==> src/rtl/cpu_pipe_pkg.sv <==
// Shared pipeline definitions: default field widths and the EX/MEM payload layout.
package cpu_pipe_pkg;

  localparam int unsigned DEF_PC_W       = 5;
  localparam int unsigned DEF_DATA_W     = 32;
  localparam int unsigned DEF_REG_ADDR_W = 5;
  localparam int unsigned DEF_JT_IN_W    = 4;
  localparam int unsigned DEF_JT_OUT_W   = 3;

  typedef struct packed {
    logic [DEF_PC_W-1:0]       pc;
    logic [DEF_DATA_W-1:0]     alu_res;
    logic [DEF_DATA_W-1:0]     write_data;
    logic [DEF_JT_OUT_W-1:0]   jump_type;
    logic                      reg_wrenable;
    logic [DEF_REG_ADDR_W-1:0] write_reg;
    logic                      mem_wrenable;
    logic                      mem_to_reg;
  } ex_mem_t;

endpackage

==> src/rtl/mem_stage_pipe_reg_if.sv <==
// EX->MEM handshake bundle; master is the execute/test side, slave is the pipeline register.
interface mem_stage_pipe_reg_if
  import cpu_pipe_pkg::*;
#(
  parameter int unsigned PC_W       = DEF_PC_W,
  parameter int unsigned DATA_W     = DEF_DATA_W,
  parameter int unsigned REG_ADDR_W = DEF_REG_ADDR_W,
  parameter int unsigned JT_IN_W    = DEF_JT_IN_W,
  parameter int unsigned JT_OUT_W   = DEF_JT_OUT_W
);

  logic                  in_valid;
  logic                  in_ready;
  logic [PC_W-1:0]       in_pc;
  logic [DATA_W-1:0]     in_alu_res;
  logic [DATA_W-1:0]     in_write_data;
  logic [JT_IN_W-1:0]    in_jump_type;
  logic                  in_reg_wrenable;
  logic [REG_ADDR_W-1:0] in_write_reg;
  logic                  in_mem_wrenable;
  logic                  in_mem_to_reg;

  logic                  out_valid;
  logic                  out_ready;
  logic [PC_W-1:0]       out_pc;
  logic [DATA_W-1:0]     out_alu_res;
  logic [DATA_W-1:0]     out_write_data;
  logic [JT_OUT_W-1:0]   out_jump_type;
  logic                  out_reg_wrenable;
  logic [REG_ADDR_W-1:0] out_write_reg;
  logic                  out_mem_wrenable;
  logic                  out_mem_to_reg;

  modport master (
    output in_valid, in_pc, in_alu_res, in_write_data, in_jump_type,
           in_reg_wrenable, in_write_reg, in_mem_wrenable, in_mem_to_reg, out_ready,
    input  in_ready, out_valid, out_pc, out_alu_res, out_write_data, out_jump_type,
           out_reg_wrenable, out_write_reg, out_mem_wrenable, out_mem_to_reg
  );

  modport slave (
    input  in_valid, in_pc, in_alu_res, in_write_data, in_jump_type,
           in_reg_wrenable, in_write_reg, in_mem_wrenable, in_mem_to_reg, out_ready,
    output in_ready, out_valid, out_pc, out_alu_res, out_write_data, out_jump_type,
           out_reg_wrenable, out_write_reg, out_mem_wrenable, out_mem_to_reg
  );

endinterface

==> src/rtl/pipe_skid_buf.sv <==
// Generic valid/ready pipeline register with optional skid entry and synchronous flush.
// CLR_MASK bits of the main entry are zeroed whenever it is left empty.
module pipe_skid_buf #(
  parameter int unsigned   W        = 8,
  parameter bit            SKID     = 1'b1,
  parameter logic [W-1:0]  CLR_MASK = '0
) (
  input  logic         clk,
  input  logic         rst_n,
  input  logic         flush,
  input  logic         in_valid_i,
  output logic         in_ready_o,
  input  logic [W-1:0] in_data_i,
  output logic         out_valid_o,
  input  logic         out_ready_i,
  output logic [W-1:0] out_data_o
);

  logic         main_v_q, main_v_d;
  logic         skid_v_q, skid_v_d;
  logic         rdy_q, rdy_d;
  logic [W-1:0] main_q, main_d;
  logic [W-1:0] skid_q, skid_d;
  logic         acc, rel;

  assign in_ready_o  = SKID ? rdy_q : (!main_v_q || out_ready_i);
  assign out_valid_o = main_v_q;
  assign out_data_o  = main_q;

  always_comb begin
    main_v_d = main_v_q;
    main_d   = main_q;
    skid_v_d = skid_v_q;
    skid_d   = skid_q;
    acc      = in_valid_i && in_ready_o;
    rel      = main_v_q && out_ready_i;

    // A held skid entry always refills main before any newer entry.
    if (rel) begin
      if (SKID && skid_v_q) begin
        main_d   = skid_q;
        skid_v_d = 1'b0;
      end else begin
        main_v_d = 1'b0;
      end
    end

    if (acc) begin
      if (!SKID || !main_v_q || (rel && !skid_v_q)) begin
        main_d   = in_data_i;
        main_v_d = 1'b1;
      end else begin
        skid_d   = in_data_i;
        skid_v_d = 1'b1;
      end
    end

    if (flush) begin
      main_v_d = 1'b0;
      skid_v_d = 1'b0;
    end

    if (!main_v_d) begin
      main_d = main_d & ~CLR_MASK;
    end

    rdy_d = !skid_v_d;
  end

  always_ff @(posedge clk) begin
    if (!rst_n) begin
      main_v_q <= 1'b0;
      skid_v_q <= 1'b0;
      rdy_q    <= 1'b1;
      main_q   <= '0;
      skid_q   <= '0;
    end else begin
      main_v_q <= main_v_d;
      skid_v_q <= skid_v_d;
      rdy_q    <= rdy_d;
      main_q   <= main_d;
      skid_q   <= skid_d;
    end
  end

endmodule

==> src/rtl/mem_stage_pipe_reg.sv <==
// EX->MEM pipeline register: narrows jump type, keeps write enables off for bubbles,
// and counts back-pressured cycles with a saturating counter.
module mem_stage_pipe_reg
  import cpu_pipe_pkg::*;
#(
  parameter int unsigned PC_W       = DEF_PC_W,
  parameter int unsigned DATA_W     = DEF_DATA_W,
  parameter int unsigned REG_ADDR_W = DEF_REG_ADDR_W,
  parameter int unsigned JT_IN_W    = DEF_JT_IN_W,
  parameter int unsigned JT_OUT_W   = DEF_JT_OUT_W,
  parameter bit          SKID       = 1'b1,
  parameter int unsigned CNT_W      = 16
) (
  input  logic             clk,
  input  logic             rst_n,
  input  logic             flush,
  mem_stage_pipe_reg_if.slave bus,
  output logic [CNT_W-1:0] stall_cnt
);

  typedef struct packed {
    logic [PC_W-1:0]       pc;
    logic [DATA_W-1:0]     alu_res;
    logic [DATA_W-1:0]     write_data;
    logic [JT_OUT_W-1:0]   jump_type;
    logic                  reg_wrenable;
    logic [REG_ADDR_W-1:0] write_reg;
    logic                  mem_wrenable;
    logic                  mem_to_reg;
  } payload_t;

  localparam int unsigned PL_W = $bits(payload_t);
  localparam payload_t WE_MASK = '{reg_wrenable: 1'b1, mem_wrenable: 1'b1, default: '0};

  payload_t in_pl, out_pl;
  logic [CNT_W-1:0] stall_q, stall_d;

  always_comb begin
    in_pl              = '0;
    in_pl.pc           = bus.in_pc;
    in_pl.alu_res      = bus.in_alu_res;
    in_pl.write_data   = bus.in_write_data;
    in_pl.jump_type    = bus.in_jump_type[JT_IN_W-1 -: JT_OUT_W];
    in_pl.reg_wrenable = bus.in_reg_wrenable;
    in_pl.write_reg    = bus.in_write_reg;
    in_pl.mem_wrenable = bus.in_mem_wrenable;
    in_pl.mem_to_reg   = bus.in_mem_to_reg;
  end

  pipe_skid_buf #(
    .W        (PL_W),
    .SKID     (SKID),
    .CLR_MASK (WE_MASK)
  ) u_buf (
    .clk         (clk),
    .rst_n       (rst_n),
    .flush       (flush),
    .in_valid_i  (bus.in_valid),
    .in_ready_o  (bus.in_ready),
    .in_data_i   (in_pl),
    .out_valid_o (bus.out_valid),
    .out_ready_i (bus.out_ready),
    .out_data_o  (out_pl)
  );

  assign bus.out_pc           = out_pl.pc;
  assign bus.out_alu_res      = out_pl.alu_res;
  assign bus.out_write_data   = out_pl.write_data;
  assign bus.out_jump_type    = out_pl.jump_type;
  assign bus.out_reg_wrenable = out_pl.reg_wrenable;
  assign bus.out_write_reg    = out_pl.write_reg;
  assign bus.out_mem_wrenable = out_pl.mem_wrenable;
  assign bus.out_mem_to_reg   = out_pl.mem_to_reg;

  // Saturating back-pressure counter; flush deliberately leaves it alone.
  always_comb begin
    stall_d = stall_q;
    if (bus.out_valid && !bus.out_ready && (stall_q != '1)) begin
      stall_d = stall_q + CNT_W'(1);
    end
  end

  always_ff @(posedge clk) begin
    if (!rst_n) begin
      stall_q <= '0;
    end else begin
      stall_q <= stall_d;
    end
  end

  assign stall_cnt = stall_q;

endmodule

==> src/flat_wrapper.sv <==
// flat-port wrapper written by rule: the top's interface ports become plain ports
module mem_stage_pipe_reg_flat import cpu_pipe_pkg::*;
#(
  parameter int unsigned PC_W       = DEF_PC_W,
  parameter int unsigned DATA_W     = DEF_DATA_W,
  parameter int unsigned REG_ADDR_W = DEF_REG_ADDR_W,
  parameter int unsigned JT_IN_W    = DEF_JT_IN_W,
  parameter int unsigned JT_OUT_W   = DEF_JT_OUT_W,
  parameter bit          SKID       = 1'b1,
  parameter int unsigned CNT_W      = 16
)
  (clk, rst_n, flush, stall_cnt, bus_in_valid, bus_in_pc, bus_in_alu_res, bus_in_write_data, bus_in_jump_type, bus_in_reg_wrenable, bus_in_write_reg, bus_in_mem_wrenable, bus_in_mem_to_reg, bus_out_ready, bus_in_ready, bus_out_valid, bus_out_pc, bus_out_alu_res, bus_out_write_data, bus_out_jump_type, bus_out_reg_wrenable, bus_out_write_reg, bus_out_mem_wrenable, bus_out_mem_to_reg);
  mem_stage_pipe_reg_if #(.PC_W(PC_W), .DATA_W(DATA_W), .REG_ADDR_W(REG_ADDR_W), .JT_IN_W(JT_IN_W), .JT_OUT_W(JT_OUT_W)) bus_i ();
  input  logic clk;
  input  logic rst_n;
  input  logic flush;
  output logic [CNT_W-1:0] stall_cnt;
  input wire logic [$bits(bus_i.in_valid)-1:0] bus_in_valid;
  input wire logic [$bits(bus_i.in_pc)-1:0] bus_in_pc;
  input wire logic [$bits(bus_i.in_alu_res)-1:0] bus_in_alu_res;
  input wire logic [$bits(bus_i.in_write_data)-1:0] bus_in_write_data;
  input wire logic [$bits(bus_i.in_jump_type)-1:0] bus_in_jump_type;
  input wire logic [$bits(bus_i.in_reg_wrenable)-1:0] bus_in_reg_wrenable;
  input wire logic [$bits(bus_i.in_write_reg)-1:0] bus_in_write_reg;
  input wire logic [$bits(bus_i.in_mem_wrenable)-1:0] bus_in_mem_wrenable;
  input wire logic [$bits(bus_i.in_mem_to_reg)-1:0] bus_in_mem_to_reg;
  input wire logic [$bits(bus_i.out_ready)-1:0] bus_out_ready;
  output wire logic [$bits(bus_i.in_ready)-1:0] bus_in_ready;
  output wire logic [$bits(bus_i.out_valid)-1:0] bus_out_valid;
  output wire logic [$bits(bus_i.out_pc)-1:0] bus_out_pc;
  output wire logic [$bits(bus_i.out_alu_res)-1:0] bus_out_alu_res;
  output wire logic [$bits(bus_i.out_write_data)-1:0] bus_out_write_data;
  output wire logic [$bits(bus_i.out_jump_type)-1:0] bus_out_jump_type;
  output wire logic [$bits(bus_i.out_reg_wrenable)-1:0] bus_out_reg_wrenable;
  output wire logic [$bits(bus_i.out_write_reg)-1:0] bus_out_write_reg;
  output wire logic [$bits(bus_i.out_mem_wrenable)-1:0] bus_out_mem_wrenable;
  output wire logic [$bits(bus_i.out_mem_to_reg)-1:0] bus_out_mem_to_reg;
  assign bus_i.in_valid = bus_in_valid;
  assign bus_i.in_pc = bus_in_pc;
  assign bus_i.in_alu_res = bus_in_alu_res;
  assign bus_i.in_write_data = bus_in_write_data;
  assign bus_i.in_jump_type = bus_in_jump_type;
  assign bus_i.in_reg_wrenable = bus_in_reg_wrenable;
  assign bus_i.in_write_reg = bus_in_write_reg;
  assign bus_i.in_mem_wrenable = bus_in_mem_wrenable;
  assign bus_i.in_mem_to_reg = bus_in_mem_to_reg;
  assign bus_i.out_ready = bus_out_ready;
  assign bus_in_ready = bus_i.in_ready;
  assign bus_out_valid = bus_i.out_valid;
  assign bus_out_pc = bus_i.out_pc;
  assign bus_out_alu_res = bus_i.out_alu_res;
  assign bus_out_write_data = bus_i.out_write_data;
  assign bus_out_jump_type = bus_i.out_jump_type;
  assign bus_out_reg_wrenable = bus_i.out_reg_wrenable;
  assign bus_out_write_reg = bus_i.out_write_reg;
  assign bus_out_mem_wrenable = bus_i.out_mem_wrenable;
  assign bus_out_mem_to_reg = bus_i.out_mem_to_reg;
  mem_stage_pipe_reg #(.PC_W(PC_W), .DATA_W(DATA_W), .REG_ADDR_W(REG_ADDR_W), .JT_IN_W(JT_IN_W), .JT_OUT_W(JT_OUT_W), .SKID(SKID), .CNT_W(CNT_W)) u_core (.clk(clk), .rst_n(rst_n), .flush(flush), .bus(bus_i), .stall_cnt(stall_cnt));
endmodule
==> config.mk <==
export PLATFORM = sky130hd
export DESIGN_NAME = mem_stage_pipe_reg_flat
export DESIGN_NICKNAME = d
export VERILOG_FILES = /design/src/rtl/cpu_pipe_pkg.sv /design/src/rtl/mem_stage_pipe_reg_if.sv /design/src/rtl/pipe_skid_buf.sv /design/src/rtl/mem_stage_pipe_reg.sv /design/src/flat_wrapper.sv
export SDC_FILE = /design/constraint.sdc
export NUM_CORES = 1
export LEC_CHECK = 0
export BUFFER_PORTS_ARGS = -buffer_cell sky130_fd_sc_hd__buf_4
export CORE_ASPECT_RATIO = 0.9
export CORE_MARGIN = 3
export CORE_UTILIZATION = 50
export DETAILED_ROUTE_END_ITERATION = 8
export PLACE_DENSITY = 0.83
export SLEW_MARGIN = 20
export SYNTH_ARGS = -nofsm -noshare
export SYNTH_HDL_FRONTEND = slang
export SYNTH_SLANG_ARGS = --single-unit
==> constraint.sdc <==
create_clock -name clk -period 2.8 [get_ports clk]
set_input_delay 0.14 -clock clk [delete_from_list [all_inputs] [get_ports clk]]
set_output_delay 0.14 -clock clk [all_outputs]
set_load 0.02 [all_outputs]
Word-level counts from Yosys, hierarchy flattened
Index checks and enable logic that the tools add are counted.

Output and inout bits: 98. Logic and storage cells: 35. Register bits: 179.

Bitwise operators: 1. Equality and inequality tests: 1. Reductions and logical operators: 12. Mux-type cells: 13. Add/subtract/negate cells: 1.

Operators by type and width (number): two-way mux 80 bit (4); adder 16 x 1 -> 16 bit, second input constant (1); inequality test 16 bit, second input constant (1); two-way mux 1 bit (9); logical AND 1 bit (5); zero test 1 bit (4); AND reduction 2 bit (2); logical OR 1 bit (1); inverter 1 bit (1).

Depth between registers and ports, before layout
Depth after elaboration: 7. Depth in mapped cells: 6.

Hierarchy
Synthesis repeated with hierarchy kept, for this count alone.

Cell total of the unflattened synthesis: 904. Area, all modules: 7332.0 um2.

Modules (own cells, without submodules): pipe_skid_buf (area each 6485.0 um2, times used 1, cells each 806); mem_stage_pipe_reg (area each 847.1 um2, times used 1, cells each 98).

Worst setup path before layout
OpenSTA, ideal clock, no wires.

Path kind: flip-flop to flip-flop. From: reg u_core.stall_q[0], in the netlist u_core.stall_cnt[0]. To: reg u_core.stall_q[10], in the netlist u_core.stall_cnt[10]. Library setup time: 0.135 ns. Buffers on the path: 0. Cell stages (with the launch flop): 6. Path slack: 1.162 ns. Period minus slack after synthesis: 1.638 ns. Arrival time: 1.503 ns. Cell sequence: dfxtp_1 > ha_1 > and3b_1 > nand3_1 > o311ai_0 > o41ai_1.

Longest elaborated chain between the ends: 2. Elaborated cells between the ends (all ways): 3. Those cells by class: 1 x add/sub; 1 x eq/ne; 1 x reduce/logical.

Ends and longest elaborated chain: start, declared (line mem_stage_pipe_reg.sv:36) `logic [CNT_W-1:0] stall_q, stall_d;`; start signal, assigned (line mem_stage_pipe_reg.sv:87) `stall_q <= stall_d;`; branches (longest 2 deep; another with adder 16 x 1 -> 16 bit).

Parallel ways; which one is timed is not known. A chain may end at the register's enable or synchronous reset.

Final worst setup path
From: reg u_core.u_buf.main_v_q, in the netlist u_core.u_buf.out_valid_o. To: reg u_core.u_buf.main_q[36], in the netlist u_core.u_buf.out_data_o[36].

Longest elaborated chain between the ends: 5. Elaborated cells between the ends (all ways): 7. Those cells by class: 3 x mux; 4 x reduce/logical.

Ends and longest elaborated chain: start, declared (line pipe_skid_buf.sv:19) `logic main_v_q, main_v_d;`; start signal, assigned (line pipe_skid_buf.sv:78) `main_v_q <= main_v_d;`; logical AND 1 bit (line pipe_skid_buf.sv:36) `rel = main_v_q && out_ready_i;`; logical AND 1 bit (line pipe_skid_buf.sv:49) `if (!SKID || !main_v_q || (rel && !skid_v_q)) begin`; logical OR 1 bit (line pipe_skid_buf.sv:49); two-way mux 80 bit (line pipe_skid_buf.sv:49); two-way mux 80 bit (*) (line pipe_skid_buf.sv:48) `if (acc) begin`; end signal, assigned (line pipe_skid_buf.sv:81) `main_q <= main_d;`; end, declared (line pipe_skid_buf.sv:22) `logic [W-1:0] main_q, main_d;`.

Mark *: on every way between the ends. The rest lies on a longest branch, timed or not.

==> run summary <==
Status: complete, no violations
First-pass GRT wire length: 31300 µm
Post-Layout Inst Area: 0.0100 mm²
Fin crit share: 71.6%
Final hold vios: 0
Synth async-reset ratio: 0%
All-layer global routing usage: 23.8%
Die H: 120 µm
Worst R2R End: u_core.u_buf.out_data_o[36]$_SDFF_PN0_
Sequential Area: 0.00358 mm²
Iter 0 DRT Violations: 468
Critical path required time: 3.12 ns
CTS Root Cell: clkbuf_16
Max transition margin: 59.8%
Finished Layout Cells: 1243
Fmax: 499 MHz
Min-Delay Path Depth: 3
CTS tree: yes
Residual overflow from global routing: 0
Syn nets: 902
FP Rows: 40
Number of CTS-inserted buffers: 17
WL final: 19500 µm
Pin count of the biggest net entering global routing: 92
# setup viols final: 0
Wire length per cell: 15.7 µm
Placed cell areas: 0.00866 mm²
Warnings, synthesis: 0
Worst hold endpoint: u_core.u_buf.skid_q[43]$_SDFFE_PN0P_
HPWL after DPL: 11300 µm
Antenna-violating nets left: 0
Routability Congestion: 0.805
Layout net count: 1128
Die ar.: 0.0159 mm²
Post-layout min period: 2.01 ns
Slew @ Worst Pin: 0.603 ns
Postcts setup bufs: 0
PD cells: 577 mW/mm²
Chip Width: 132 µm
Worst setup EP type: register
Core area: 0.0137 mm²
Avg Cell Area, Syn: 8.83 µm²
Share of cells above drive strength 1: 22.0%
Critical path startpoint category: register
Crit Path Class: reg -> reg
Top_reg_cell synth: dfxtp_1
Reg2reg start: u_core.u_buf.out_valid_o$_SDFF_PN0_
Worst Skew: 0.00958 ns
Maximum VDD drop: 418 µV
CP cell instances: nand3_4 -> buf_4 -> mux2i_1 -> a211oi_1
Clock Latency Late Sink: 0.41 ns
Fin Setup TNS: 0 ns
Kind of path behind the tightest hold check: in -> reg
Num ports: 184
Number of synthesized register bits: 179
Vias in the first global route: 6410
CTS clk-pin slew, worst paths: 0.07 ns
Mapped Cells: 815
Via density: 5.39
DRC: 0
Number of fill cells: 1005
Slowest CP cell: nand3_4
Number of library cell types mapped by synthesis: 45
RSZ-0062 raised after global routing: false
Max-cap violations: 0
Register area share after synthesis: 49.8%
Initial antenna violation count: 0
Dpl cells: 1134
CP Data Arrival Time: 2.32 ns
Clk sinks: 179
Layout area overhead: 38.9%
Worst Hold Launch: bus_in_alu_res[0]
Slew Limit Fails: 0
Worst-path maximum fanout: 29
Max clock buf depth: 2
# diodes: 0
Leakage power: 4.46 nW
Multi-input logic area: 0.00332 mm²
H-tree depth: 4
I/O Buffers: 182
DR pass1 iterations: 5
Post-synth EDFFs: 0
R2r setup slk: 0.79 ns
DR vias: 6700
Post-synth design cell area: 0.00720 mm²
Starting density of the core: 52.5%
Reg2reg path depth: 4
Max incr delay on CP: 0.51 ns
per-stage QoR:
stage / hold slack (ns) / power [mW] / worst slack, ns / util (%)
final: 0.0212 / 5.77 / 0.794 / 72.9
after global routing: 0.00276 / 5.98 / 0.636 / 72.9
after global placement: 0.398 / 3.40 / 0.859 / 63.1
after CTS: 0.00281 / 5.79 / 0.820 / 72.9
after detailed placement: 0.399 / 3.41 / 0.875 / 63.1
after floorplan: 0.273 / 3.10 / 1.16 / -
cells in the mapped netlist (2+ instances only):
cell | number | area (µm²)
dfxtp_1 | 179 | 3580
nand2_1 | 173 | 649
a21oi_1 | 89 | 445
mux2i_1 | 82 | 821
nor2_1 | 80 | 300
a211oi_1 | 79 | 593
buf_2 | 32 | 160
clkbuf_1 | 24 | 90.1
nand3_1 | 8 | 40.0
o21ai_0 | 8 | 40.0
inv_1 | 5 | 18.8
or3_1 | 5 | 31.3
nand4_1 | 4 | 25.0
or4_1 | 4 | 30.0
a31oi_1 | 3 | 18.8
nand2b_1 | 3 | 18.8
o31ai_1 | 3 | 22.5
buf_1 | 2 | 7.51
buf_4 | 2 | 15.0
nor3_1 | 2 | 10.0
o211a_1 | 2 | 20.0
o311a_1 | 2 | 20.0
o41ai_1 | 2 | 17.5
where the power goes:
| group | switching (mW) | total (mW) | internal (mW) |
|---|---|---|---|
| sequential | 0.0619 | 2.71 | 2.65 |
| clock | 0.948 | 2.31 | 1.36 |
| combinational | 0.388 | 0.745 | 0.357 |
| total | 1.40 | 5.77 | 4.37 |
what timing repair did:
| item | CTS | global route |
|---|---|---|
| hold endpoints to repair | 79 | 0 |
| gates resized for setup | 0 | 0 |
| hold buffers | 77 | 0 |
cell type report:
| class | instances | area share (%) |
|---|---|---|
| flip-flops and latches | 179 | 35.8 |
| multi-input cells | 568 | 33.2 |
| repair buffers | 269 | 22.6 |
| clock buffers | 24 | 4.72 |
| well taps | 189 | 2.37 |
| clock inverters | 8 | 1.00 |
| inverters | 6 | 0.250 |
cells in the final DEF (no fill, tap or decap), drive strengths merged, types with 4 or more instances in the layout:
cell,instances
buf,192
dfxtp,179
nand2,173
a21oi,89
mux2i,82
nor2,80
a211oi,79
dlygate4sd3,77
clkbuf,24
nand3,9
o21ai,8
inv,7
or3,5
or4,4
nand4,4
clkinv,4
critical path: cells and delay by family, from the launching register on:
family                 cells  cell delay, ns
flip-flops                 1            0.46
AND/OR/NAND/NOR            1            0.51
AO/OA/AOI/OAI              1            0.29
buffers and inverters      1            0.46
multiplexers               1            0.17
sequential cells by signal, indices dropped and copies added (netlist names):
| signal | flops |
|---|---|
| u_core.u_buf.out_data_o | 80 |
| u_core.u_buf.skid_q | 80 |
| u_core.u_buf.in_ready_o | 1 |
| u_core.u_buf.out_valid_o | 1 |
| u_core.stall_cnt | 16 |
| u_core.u_buf.skid_v_q | 1 |
layer usage:
metal | track usage (%) | wire length [µm] | up-vias
met4 | 7.34 | 257 | 0
li1 | - | - | 3298
met1 | 28.6 | 8310 | 3190
met3 | 5.99 | 1050 | 25
met2 | 41.8 | 9890 | 187
met5 | 0 | 0 | -
cell families after synthesis:
| kind of cell | synth area share, % |
|---|---|
| mux | 11.4 |
| buf+inv | 4.45 |
| flops | 49.8 |
| compound gates | 17.0 |
| simple gates | 17.2 |
| fa+ha+maj | 0.174 |
how the worst max path moves through the flow:
stage                                                   start                                endpoint  depth (start not counted)  slack (ns)
after detailed placement  u_core.u_buf.out_valid_o$_SDFF_PN0_  u_core.u_buf.out_data_o[36]$_SDFF_PN0_                          4        0.88
after global routing      u_core.u_buf.out_valid_o$_SDFF_PN0_  u_core.u_buf.out_data_o[22]$_SDFF_PN0_                          4        0.64
after global placement    u_core.u_buf.out_valid_o$_SDFF_PN0_  u_core.u_buf.out_data_o[51]$_SDFF_PN0_                          4        0.86
final                     u_core.u_buf.out_valid_o$_SDFF_PN0_  u_core.u_buf.out_data_o[36]$_SDFF_PN0_                          4        0.79
after floorplan              u_core.stall_cnt[0]$_SDFFE_PN0P_       u_core.stall_cnt[10]$_SDFFE_PN0P_                          5        1.16
after CTS                 u_core.u_buf.out_valid_o$_SDFF_PN0_  u_core.u_buf.out_data_o[40]$_SDFF_PN0_                          4        0.82
Note: power is estimated with default switching activity, not from simulation.
